===== src/rtl/dev_timer_pkg.sv =====
// Shared definitions for the memory-mapped interval timer: register offsets,
// CTRL bit positions, MODE encodings and FSM state codes.
package dev_timer_pkg;

    localparam logic [1:0] ADDR_CTRL   = 2'd0;
    localparam logic [1:0] ADDR_PRESET = 2'd1;
    localparam logic [1:0] ADDR_COUNT  = 2'd2;

    localparam int CTRL_EN      = 0;
    localparam int CTRL_MODE_LO = 1;
    localparam int CTRL_MODE_HI = 2;
    localparam int CTRL_IM      = 3;

    localparam logic [1:0] MODE_ONESHOT = 2'b00;
    localparam logic [1:0] MODE_AUTO    = 2'b01;

    localparam logic [1:0] ST_IDLE = 2'd0;
    localparam logic [1:0] ST_LOAD = 2'd1;
    localparam logic [1:0] ST_CNT  = 2'd2;
    localparam logic [1:0] ST_INT  = 2'd3;

endpackage


===== src/rtl/dev_timer.sv =====
// Interval timer on the device bus: writes land on the rising edge, reads are
// combinational with no wait state; the interrupt comes only from flops.
module dev_timer
    import dev_timer_pkg::*;
(
    input  logic        Clk,
    input  logic        Reset,
    input  logic [1:0]  DEV_Addr,
    input  logic [31:0] DEV_WD,
    input  logic        DEV_WE,
    output logic [31:0] DEV_RD,
    output logic        DEV_IRQ
);

    logic        ctrl_en;
    logic [1:0]  ctrl_mode;
    logic        ctrl_im;
    logic [31:0] preset;
    logic [31:0] count;
    logic [1:0]  state;
    logic [1:0]  state_nxt;
    logic        pending;

    logic wr_ctrl;
    logic wr_preset;
    logic auto_mode;

    assign wr_ctrl   = DEV_WE && (DEV_Addr == ADDR_CTRL);
    assign wr_preset = DEV_WE && (DEV_Addr == ADDR_PRESET);
    // Only MODE=01 reloads; 10/11 fall back to one-shot behaviour.
    assign auto_mode = (ctrl_mode == MODE_AUTO);

    always_comb begin
        state_nxt = state;
        case (state)
            ST_IDLE: if (ctrl_en) state_nxt = ST_LOAD;
            ST_LOAD: state_nxt = ST_CNT;
            ST_CNT: begin
                if (!ctrl_en)
                    state_nxt = ST_IDLE;
                else if (count == 32'd0)
                    state_nxt = ST_INT;
            end
            ST_INT:  state_nxt = auto_mode ? ST_LOAD : ST_IDLE;
            default: state_nxt = ST_IDLE;
        endcase
    end

    always_ff @(posedge Clk or negedge Reset) begin
        if (!Reset) begin
            state <= ST_IDLE;
        end else begin
            state <= state_nxt;
        end
    end

    // A bus write to CTRL takes priority over the one-shot self-disable.
    always_ff @(posedge Clk or negedge Reset) begin
        if (!Reset) begin
            ctrl_en   <= 1'b0;
            ctrl_mode <= MODE_ONESHOT;
            ctrl_im   <= 1'b0;
        end else if (wr_ctrl) begin
            ctrl_en   <= DEV_WD[CTRL_EN];
            ctrl_mode <= DEV_WD[CTRL_MODE_HI:CTRL_MODE_LO];
            ctrl_im   <= DEV_WD[CTRL_IM];
        end else if (state == ST_INT && !auto_mode) begin
            ctrl_en   <= 1'b0;
        end
    end

    always_ff @(posedge Clk or negedge Reset) begin
        if (!Reset) begin
            preset <= 32'd0;
        end else if (wr_preset) begin
            preset <= DEV_WD;
        end
    end

    always_ff @(posedge Clk or negedge Reset) begin
        if (!Reset) begin
            count <= 32'd0;
        end else if (state == ST_LOAD) begin
            count <= preset;
        end else if (state == ST_CNT && ctrl_en && count != 32'd0) begin
            count <= count - 32'd1;
        end
    end

    // Entering INT wins over a same-edge register write; otherwise any
    // CTRL/PRESET write acknowledges, and auto-reload self-clears on exit.
    always_ff @(posedge Clk or negedge Reset) begin
        if (!Reset) begin
            pending <= 1'b0;
        end else if (state == ST_CNT && state_nxt == ST_INT) begin
            pending <= 1'b1;
        end else if (wr_ctrl || wr_preset) begin
            pending <= 1'b0;
        end else if (state == ST_INT && auto_mode) begin
            pending <= 1'b0;
        end
    end

    assign DEV_IRQ = ctrl_im & pending;

    always_comb begin
        DEV_RD = 32'd0;
        case (DEV_Addr)
            ADDR_CTRL:   DEV_RD = {28'd0, ctrl_im, ctrl_mode, ctrl_en};
            ADDR_PRESET: DEV_RD = preset;
            ADDR_COUNT:  DEV_RD = count;
            default:     DEV_RD = 32'd0;
        endcase
    end

endmodule


===== config.mk =====
export PLATFORM = sky130hd
export DESIGN_NAME = dev_timer
export DESIGN_NICKNAME = d
export VERILOG_FILES = /design/src/rtl/dev_timer_pkg.sv /design/src/rtl/dev_timer.sv
export SDC_FILE = /design/constraint.sdc
export NUM_CORES = 1
export LEC_CHECK = 0
export CELL_PAD_IN_SITES_DETAIL_PLACEMENT = 0
export CELL_PAD_IN_SITES_GLOBAL_PLACEMENT = 1
export CORE_ASPECT_RATIO = 1.4
export CORE_UTILIZATION = 44
export CTS_CLUSTER_DIAMETER = 80
export CTS_CLUSTER_SIZE = 20
export DETAILED_ROUTE_END_ITERATION = 6
export GPL_ROUTABILITY_DRIVEN = 0
export PLACE_DENSITY_LB_ADDON = 0.2
export SYNTH_ARGS = -nofsm -noshare
export SYNTH_HDL_FRONTEND = slang
export SYNTH_SLANG_ARGS = --single-unit

===== constraint.sdc =====
create_clock -name Clk -period 6.21 [get_ports Clk]
set_clock_uncertainty 0.05 [all_clocks]
set_input_delay 0.621 -clock Clk [delete_from_list [all_inputs] [get_ports Clk]]
set_output_delay 0.621 -clock Clk [all_outputs]
set_load 0.005 [all_outputs]

======== After elaboration in Yosys (flattened, before gate mapping) ========
Index checks and enable logic that the tools add are counted.
word-level totals
  bits in registers ....................... 71
  output and inout bits ................... 33
operators by class
  equality and inequality tests ........... 7
  muxes and demuxes ....................... 13
  reductions and logical operators ........ 16
  $add $sub $neg .......................... 1
  bitwise operators ....................... 1
operator list
  operator                                                               number
  32-bit one-hot mux with 3 select lines                                 1
  32-bit two-way mux                                                     2
  32-bit logical NOT                                                     1
  32-bit nonzero test                                                    1
  32-bit by 1-bit subtractor with 32-bit output (second input constant)  1
  2-bit == test (second input constant)                                  4
  2-bit one-hot mux with 4 select lines                                  1
  1-bit logical AND                                                      7
  2-bit by 1-bit == test with 1-bit output (second input constant)       3
  1-bit two-way mux                                                      6
  2-bit two-way mux                                                      3
  2-bit logical NOT                                                      2
  2-bit nonzero test                                                     2
  3-bit nonzero test                                                     1
  1-bit bitwise AND                                                      1
  1-bit logical NOT                                                      1
  1-bit logical OR                                                       1

======== Depth between registers and ports, before layout ========
Gate-level depths: netlist (run 1).
  word-level depth ........................ 7
  gate-level depth with buffers ........... 9
  gate-level depth less buffers ........... 7

======== Worst setup path after synthesis (run 1) ========
No wires, ideal clock.
  path type ............................... input to output
  from .................................... in DEV_Addr[1]
  to ...................................... out DEV_RD[11]
  required time ........................... 5539 ps
  buffers on the path ..................... 3
  cell stages on the path ................. 5
  arrival ................................. 1798 ps
  slack ................................... 3741 ps
  cell sequence ........................... clkbuf_1 -> nor2b_1 -> clkbuf_1 -> buf_1 -> a22o_1
on the way
  longest elaborated chain between the ends .. 2
  elaborated cells between the ends (all ways) .. 4
  classes of those cells .................. eq/ne (2); mux (1); reduce/logical (1)
ends and longest elaborated chain
  element                                   line              text
  start: declaration                        dev_timer.sv:8    input logic [1:0] DEV_Addr,
  2-bit == test (tied with other cells)     dev_timer.sv:108  case (DEV_Addr)
  32-bit one-hot mux with 3 select lines *  dev_timer.sv:108
  end: declaration                          dev_timer.sv:11   output logic [31:0] DEV_RD,
Every way passes the cells marked *; elsewhere a longest branch is shown, timed or not.

======== Final worst setup path (run 1) ========
  from .................................... in DEV_Addr[1]
  to ...................................... out DEV_RD[18]
The elaborated chain is that of the path after synthesis.

==> results by group, run 1 <==
Synth
  – Synthesis-stage register bit count: 71
  – Area contributors post-synth: dfrtp_1 45%, mux2_2 9.9%, a22o_1 6.4%
  – Mapped Cells: 389
  – Top cell type by total area after synthesis: dfrtp_1
  – Synth top area share: 0.447
  – Syn Std Cell Area: approximately 4000 um2
  – Yosys warns: 0
  – Netlist cell types: 56
  – Synth async-reset ratio: 1.00
  – Register area share after synthesis: 0.447
  – Number of synthesized flops with an enable pin: 0
  – Syn_nets: 427
  – Ys flop type: dfrtp_1
  – Average footprint of a synthesized cell: 10.2 um2

Place
  – PortBufs: 69
  – Cell Area, Placed: between 4000 and 5000 um2
  – Setup WS pre-CTS: 2980 ps
  – Post-DP HPWL: 7.03 mm

STA
  – Final hold viol count: 0
  – Worst slew pin tran: 947 ps
  – Final Cycle Share: 0.518
  – Final Setup Violations: 0
  – Final WS setup: 2990 ps
  – Minimum clock period: 3220 ps
  – Final Max Slew Viols: 0
  – Final setup TNS: 0 ps
  – F_max: 0.311 GHz
  – RSZ-0062 raised after global routing: false
  – Worst slew margin: 0.366

Route
  – Pre-antenna DRT Iters: 4
  – Antenna Nets Post-Route: 0
  – DRT Wirelength: around 11 mm
  – DRC: 0
  – Average wire per standard cell: roughly 19 um
  – Via density: 6.21
  – 1st-iter DRT viols: 176
  – Via count: roughly 3500

Critical path
  – Max stage delay on crit path: roughly 670 ps
  – WP buf/inv: 3
  – Worst-path fanout max: 28
  – Critical Path AT: 2550 ps
  – Reg2Reg Setup Slack: 3030 ps
  – Crit path kind: input pin to primary output
  – CP required: around 5500 ps
  – Top Family by Delay on Critical Path: buffers and inverters
  – Crit-path cells: clkdlybuf4s50_1 > nor2b_2 > buf_4 > a22o_1 > clkdlybuf4s50_1
  – Most frequent CP cell: clkdlybuf4s50_1
  – Critical Path Source Type: input pin
  – Worst path slowest cell: clkdlybuf4s50_1
  – Crit. End Element: primary output

Floorplan
  – Starting Density: 0.459
  – Die height: 114 um
  – I/O pins: 70
  – Row count: 40
  – Die span in x: 82.4 um
  – Full die area: 9430 um2
  – Core ar.: 8660 um2

Global route
  – Vias in the first global route: about 3500
  – Initial antenna violation count: 0
  – Grt total ovfl: 0
  – Largest net degree at the start of global routing: 72
  – Total track usage: 0.250
  – First-pass GRT wire length: around 18 mm

Clock network
  – Clk buf depth: 2
  – Clk Latency, worst-skew pair: roughly 340 ps
  – Reg clk slew, reported paths: 60 ps
  – Htree depth: 3
  – Post-CTS Resized: 0
  – CTS Root Cell: clkbuf_16
  – CTS Sinks: 71
  – CTS tree: done
  – Setup bufs post-CTS: 0
  – Num CTS Buffers: 9
  – Hold Buf Count CTS: 0

Cells and area
  – Layout cell share with drive strength beyond 1: 0.168
  – Fillers: about 770
  – Finished layout cell area: a little over 5000 um2
  – Inserted Diodes: 0
  – Fin nets: 486
  – Layout Area Growth over Synthesis: 27.6%

Hold path
  – HP Class: input pin to async pin

Power
  – Worst IR Drop VDD: around 0.22 mV
  – Pleak: 2.05 nW
  – Power per cell area: 425 nW/um2

Outcome
  – Status: finished, final reports clean

Run
  – Max-cap viol count: 0
## cell usage in the layout, fill, tap and decap left out, types with 3 or more instances in the layout
cell,instances
buf_4,7
nor2b_2,3
mux2_2,35
or4_1,7
clkbuf_16,9
o21ai_0,17
o211ai_1,6
o311ai_0,7
mux2i_1,4
nor2_1,19
nor3_1,8
a22oi_1,5
a21oi_1,5
or3_1,8
dfrtp_1,71
o21ai_1,4
a22o_1,29
nand3_1,16
inv_1,4
o41ai_1,4
nand2_1,39
a221o_1,6
nor4_2,5
and3_1,4
nand4_1,5
nand2b_1,5
a211o_1,3
nor4_1,6
clkdlybuf4s50_1,68
bufinv_16,3
a31oi_1,5
## cell type report
cell class              instances  area, um2  share of cell area
clock buffers                  10        239              0.0471
clock inverters                 6        108              0.0212
inverters                       4       15.0             0.00296
multi-input cells             286       2070               0.407
flip-flops and latches         71       1780               0.350
well taps                     105        131              0.0259
repair buffers                 76        738               0.145
## cell usage after synthesis, drive strengths merged (8+ instances only)
cell type,count
dfrtp,71
nand2,39
mux2,35
a22o,29
o21ai,21
nor2,19
nand3,17
clkbuf,16
buf,12
nor4,12
nor3,10
or3,8
## registers in the layout, summed over array words and instances, names as in the netlist
| register | cells |
|---|---|
| count | 32 |
| ctrl_en | 1 |
| ctrl_im | 1 |
| ctrl_mode | 2 |
| state | 2 |
| preset | 32 |
| pending | 1 |
## metrics by stage
| step | hold WS, ps | utilization | power, mW | instances |
|---|---|---|---|---|
| floorplan | 275 | - | 1.28 | 389 |
| global placement | 444 | 0.546 | 1.53 | 542 |
| detailed placement | 442 | 0.546 | 1.55 | 542 |
| CTS | 457 | 0.586 | 2.16 | 558 |
| global route | 494 | 0.586 | 2.29 | 558 |
| finish | 430 | 0.586 | 2.16 | 558 |
## routing by layer
| layer | track usage | vias to the layer above | part of all wire |
|---|---|---|---|
| met1 | 0.308 | 1719 | 0.42 |
| met5 | 0 | - | 0 |
| met2 | 0.423 | 107 | 0.52 |
| met3 | 0.0422 | 14 | 0.046 |
| li1 | - | 1626 | - |
| met4 | 0.103 | 0 | 0.019 |
## cell families after synthesis
family                   count (synthesis)  synth area share
buffers and inverters                   32            0.0359
AND/OR/NAND/NOR                        140             0.198
adder cells (fa/ha/maj)                  1           0.00315
AO/OA/AOI/OAI                          106             0.207
multiplexers                            39             0.109
flip-flops                              71             0.447
## power breakdown
part	total, mW	internal, mW	switching [mW]
logic	0.734	0.352	0.382
clock network	0.604	0.402	0.203
registers	0.816	0.612	0.205
total	2.16	1.37	0.789
## path summary, 6_finish.rpt
path	from	to	depth (start not counted)
setup / recovery	DEV_Addr[1]	DEV_RD[18]	5
hold / removal	Reset	preset[27]	2
setup reg to reg	count[0]	count[29]	8
hold reg to reg	preset[7]	count[7]	2
max in group asynchronous	Reset	preset[0]	2
min in group Clk	preset[7]	count[7]	2
No activity file was read; power rests on OpenSTA's default activity.
==> inputs of run 2 (changes only) <==
- CORE_UTILIZATION: 44 -> 41
- clock period: 6.21 -> 3.2 ns (I/O delays scaled with it)
==> results by group, run 2 (synthesis gave the netlist of run 1 again) <==
Outcome
  – Status: finished, final reports clean

STA
  – Final Cycle Share: 0.825
  – Worst slew pin tran: 952 ps (+4.54 ps)
  – Final Setup Violations: 0 (unchanged)
  – F_max: 0.379 GHz
  – Worst slew margin: 0.363 (-0.00304)
  – Final setup TNS: 0 ps (unchanged)
  – Final hold viol count: 0 (unchanged)
  – Minimum clock period: 2640 ps
  – RSZ-0062 raised after global routing: false
  – Worst hold slack: 155 ps (-275 ps)
  – Final Max Slew Viols: 0 (unchanged)

Hold path
  – HP Class: input pin to async pin

Clock network
  – Setup bufs post-CTS: 0 (unchanged)
  – Num CTS Buffers: 9 (unchanged)
  – CTS tree: done
  – Clk buf depth: 2 (unchanged)
  – CTS Sinks: 71 (unchanged)
  – Hold Buf Count CTS: 0 (unchanged)
  – CTS Root Cell: clkbuf_16
  – Post-CTS Resized: 0 (unchanged)
  – Reg clk slew, reported paths: 60 ps (about the same)
  – Clk Latency, worst-skew pair: 340 ps (about the same)
  – Htree depth: 3 (unchanged)

Cells and area
  – Biggest regs: count x32, preset x32
  – Finished layout cell area: 5080 um2 (+0.15%)
  – Fillers: 892 (+16%)
  – Inserted Diodes: 0 (unchanged)
  – Finished Core Util: 0.537 (-0.0488)
  – Finished Layout Cells: 568 (+1.8%)
  – Layout Area Growth over Synthesis: 27.7%
  – Most frequent cells in the layout: 71 x dfrtp_1, 68 x clkdlybuf4s50_1, 39 x nand2_1, 35 x mux2_2, 29 x a22o_1
  – Commonest non-fill, non-tap cell in the layout: dfrtp_1
  – Layout cell share with drive strength beyond 1: 0.175 (+0.00690)
  – Fin nets: 491 (+1.0%)

Power
  – Pleak: 2.06 nW (+0.55%)
  – Int Pwr: 2.55 mW (+87%)
  – Clk pwr share: 0.256 (-0.024)
  – Power per cell area: 798 nW/um2 (+88%)
  – Switching Fraction: 0.370 (+0.00373)
  – Gate power share: 0.353 (+0.012)
  – Register share of total power: 0.392 (+0.013)
  – Sw power: 1.50 mW (+90%)
  – Worst IR Drop VDD: 0.371 mV (+72%)

Critical path
  – Critical Path Source Type: flip-flop
  – Worst-path fanout max: 7 (-75%)
  – Worst Setup SP: count[1]
  – Crit path kind: flip-flop to flip-flop
  – Reg2Reg Launch Point: count[1]
  – Critical Path AT: 2850 ps (+300 ps)
  – CP required: 3410 ps (-2130 ps)
  – Crit. End Element: flip-flop

Floorplan
  – Full die area: 10100 um2 (+7.2%)
  – Row count: 42 (+5.0%)
  – Die height: 119 um (+3.5%)
  – Starting Density: 0.421 (-0.0389)
  – Core ar.: 9460 um2 (+9.2%)
  – Die span in x: 85.2 um (+3.5%)
  – I/O pins: 70 (unchanged)

Route
  – Average wire per standard cell: 18.8 um (-2.1%)
  – 1st-iter DRT viols: 161 (-8.5%)
  – Pre-antenna DRT Iters: 4 (unchanged)
  – Via density: 6.01 (-3.3%)
  – DRT Wirelength: 10.7 mm (-0.39%)
  – Via count: 3411 (-1.6%)
  – Antenna Nets Post-Route: 0 (unchanged)
  – DRC: 0 (unchanged)

Place
  – Cell Area, Placed: 4770 um2 (+0.93%)
  – Placed insts: 552 (+1.8%)
  – PortBufs: 69 (unchanged)
  – Post-DP HPWL: 7.55 mm (+7.5%)

Global route
  – Vias in the first global route: 3508 (+1.5%)
  – Largest net degree at the start of global routing: 72 (unchanged)
  – Grt total ovfl: 0 (unchanged)
  – Total track usage: 0.228 (-0.0214)
  – Initial antenna violation count: 0 (unchanged)
  – First-pass GRT wire length: 17.7 mm (+1.1%)

Run
  – Max-cap viol count: 0 (unchanged)
[run 2: cell count changes in the layout (fill, tap and decap cells not counted), sizes merged]
cell | before | now
clkinvlp | 1 | 0
bufinv | 3 | 1
buf | 8 | 13
clkbuf | 10 | 13
[run 2: power groups by stage]
| stage | registers, mW | logic (mW) | clock network (mW) |
|---|---|---|---|
| finish | 1.59 | 1.43 | 1.04 |
| global route | 1.64 | 1.59 | 1.09 |
| global placement | 1.59 | 1.42 | 0 |
| CTS | 1.58 | 1.44 | 1.06 |
| detailed placement | 1.60 | 1.43 | 0 |
| floorplan | 1.43 | 1.05 | 0 |
[run 2: area by class of cell]
type,instances,area (um2),area share
inverters,4,15.0,0.00295
repair buffers,81,776,0.153
flip-flops and latches,71,1780,0.350
well taps,110,138,0.0271
clock buffers,13,270,0.0532
clock inverters,3,40.0,0.00788
multi-input cells,286,2070,0.407
[run 2: per-stage QoR]
stage / setup WS, ps / power (mW)
floorplan: 923 / 2.48
global placement: 579 / 3.00
detailed placement: 557 / 3.03
finish: 561 / 4.05
CTS: 544 / 4.08
global route: 320 / 4.32
[run 2: path summary, 6_finish.rpt]
path                              endpoint  depth (start not counted)  slack (ps)
worst max-delay path             count[15]                          7         560
worst min-delay path            preset[21]                          2         150
worst max register to register   count[15]                          7         560
worst min register to register    count[4]                          2         450
max in group asynchronous          ctrl_en                          2        2340
min in group Clk                  count[4]                          2         450
[run 2: layer usage]
metal | vias up | GRT usage | wire length (um) | share of wire
met5 | - | 0 | 0 | 0
met4 | 0 | 0.102 | 270 | 0.025
met3 | 15 | 0.0335 | 315 | 0.030
met2 | 63 | 0.406 | 5720 | 0.54
met1 | 1707 | 0.269 | 4360 | 0.41
li1 | 1626 | - | - | -
[run 2: worst max-delay path: stages (launching register included)]
cell and delay, ps:
dfrtp_1 400, inv_1 110, ha_1 240, or4b_1 630, nor4_2 350, a31oi_1 390, o211a_1 270, o21ai_0 130
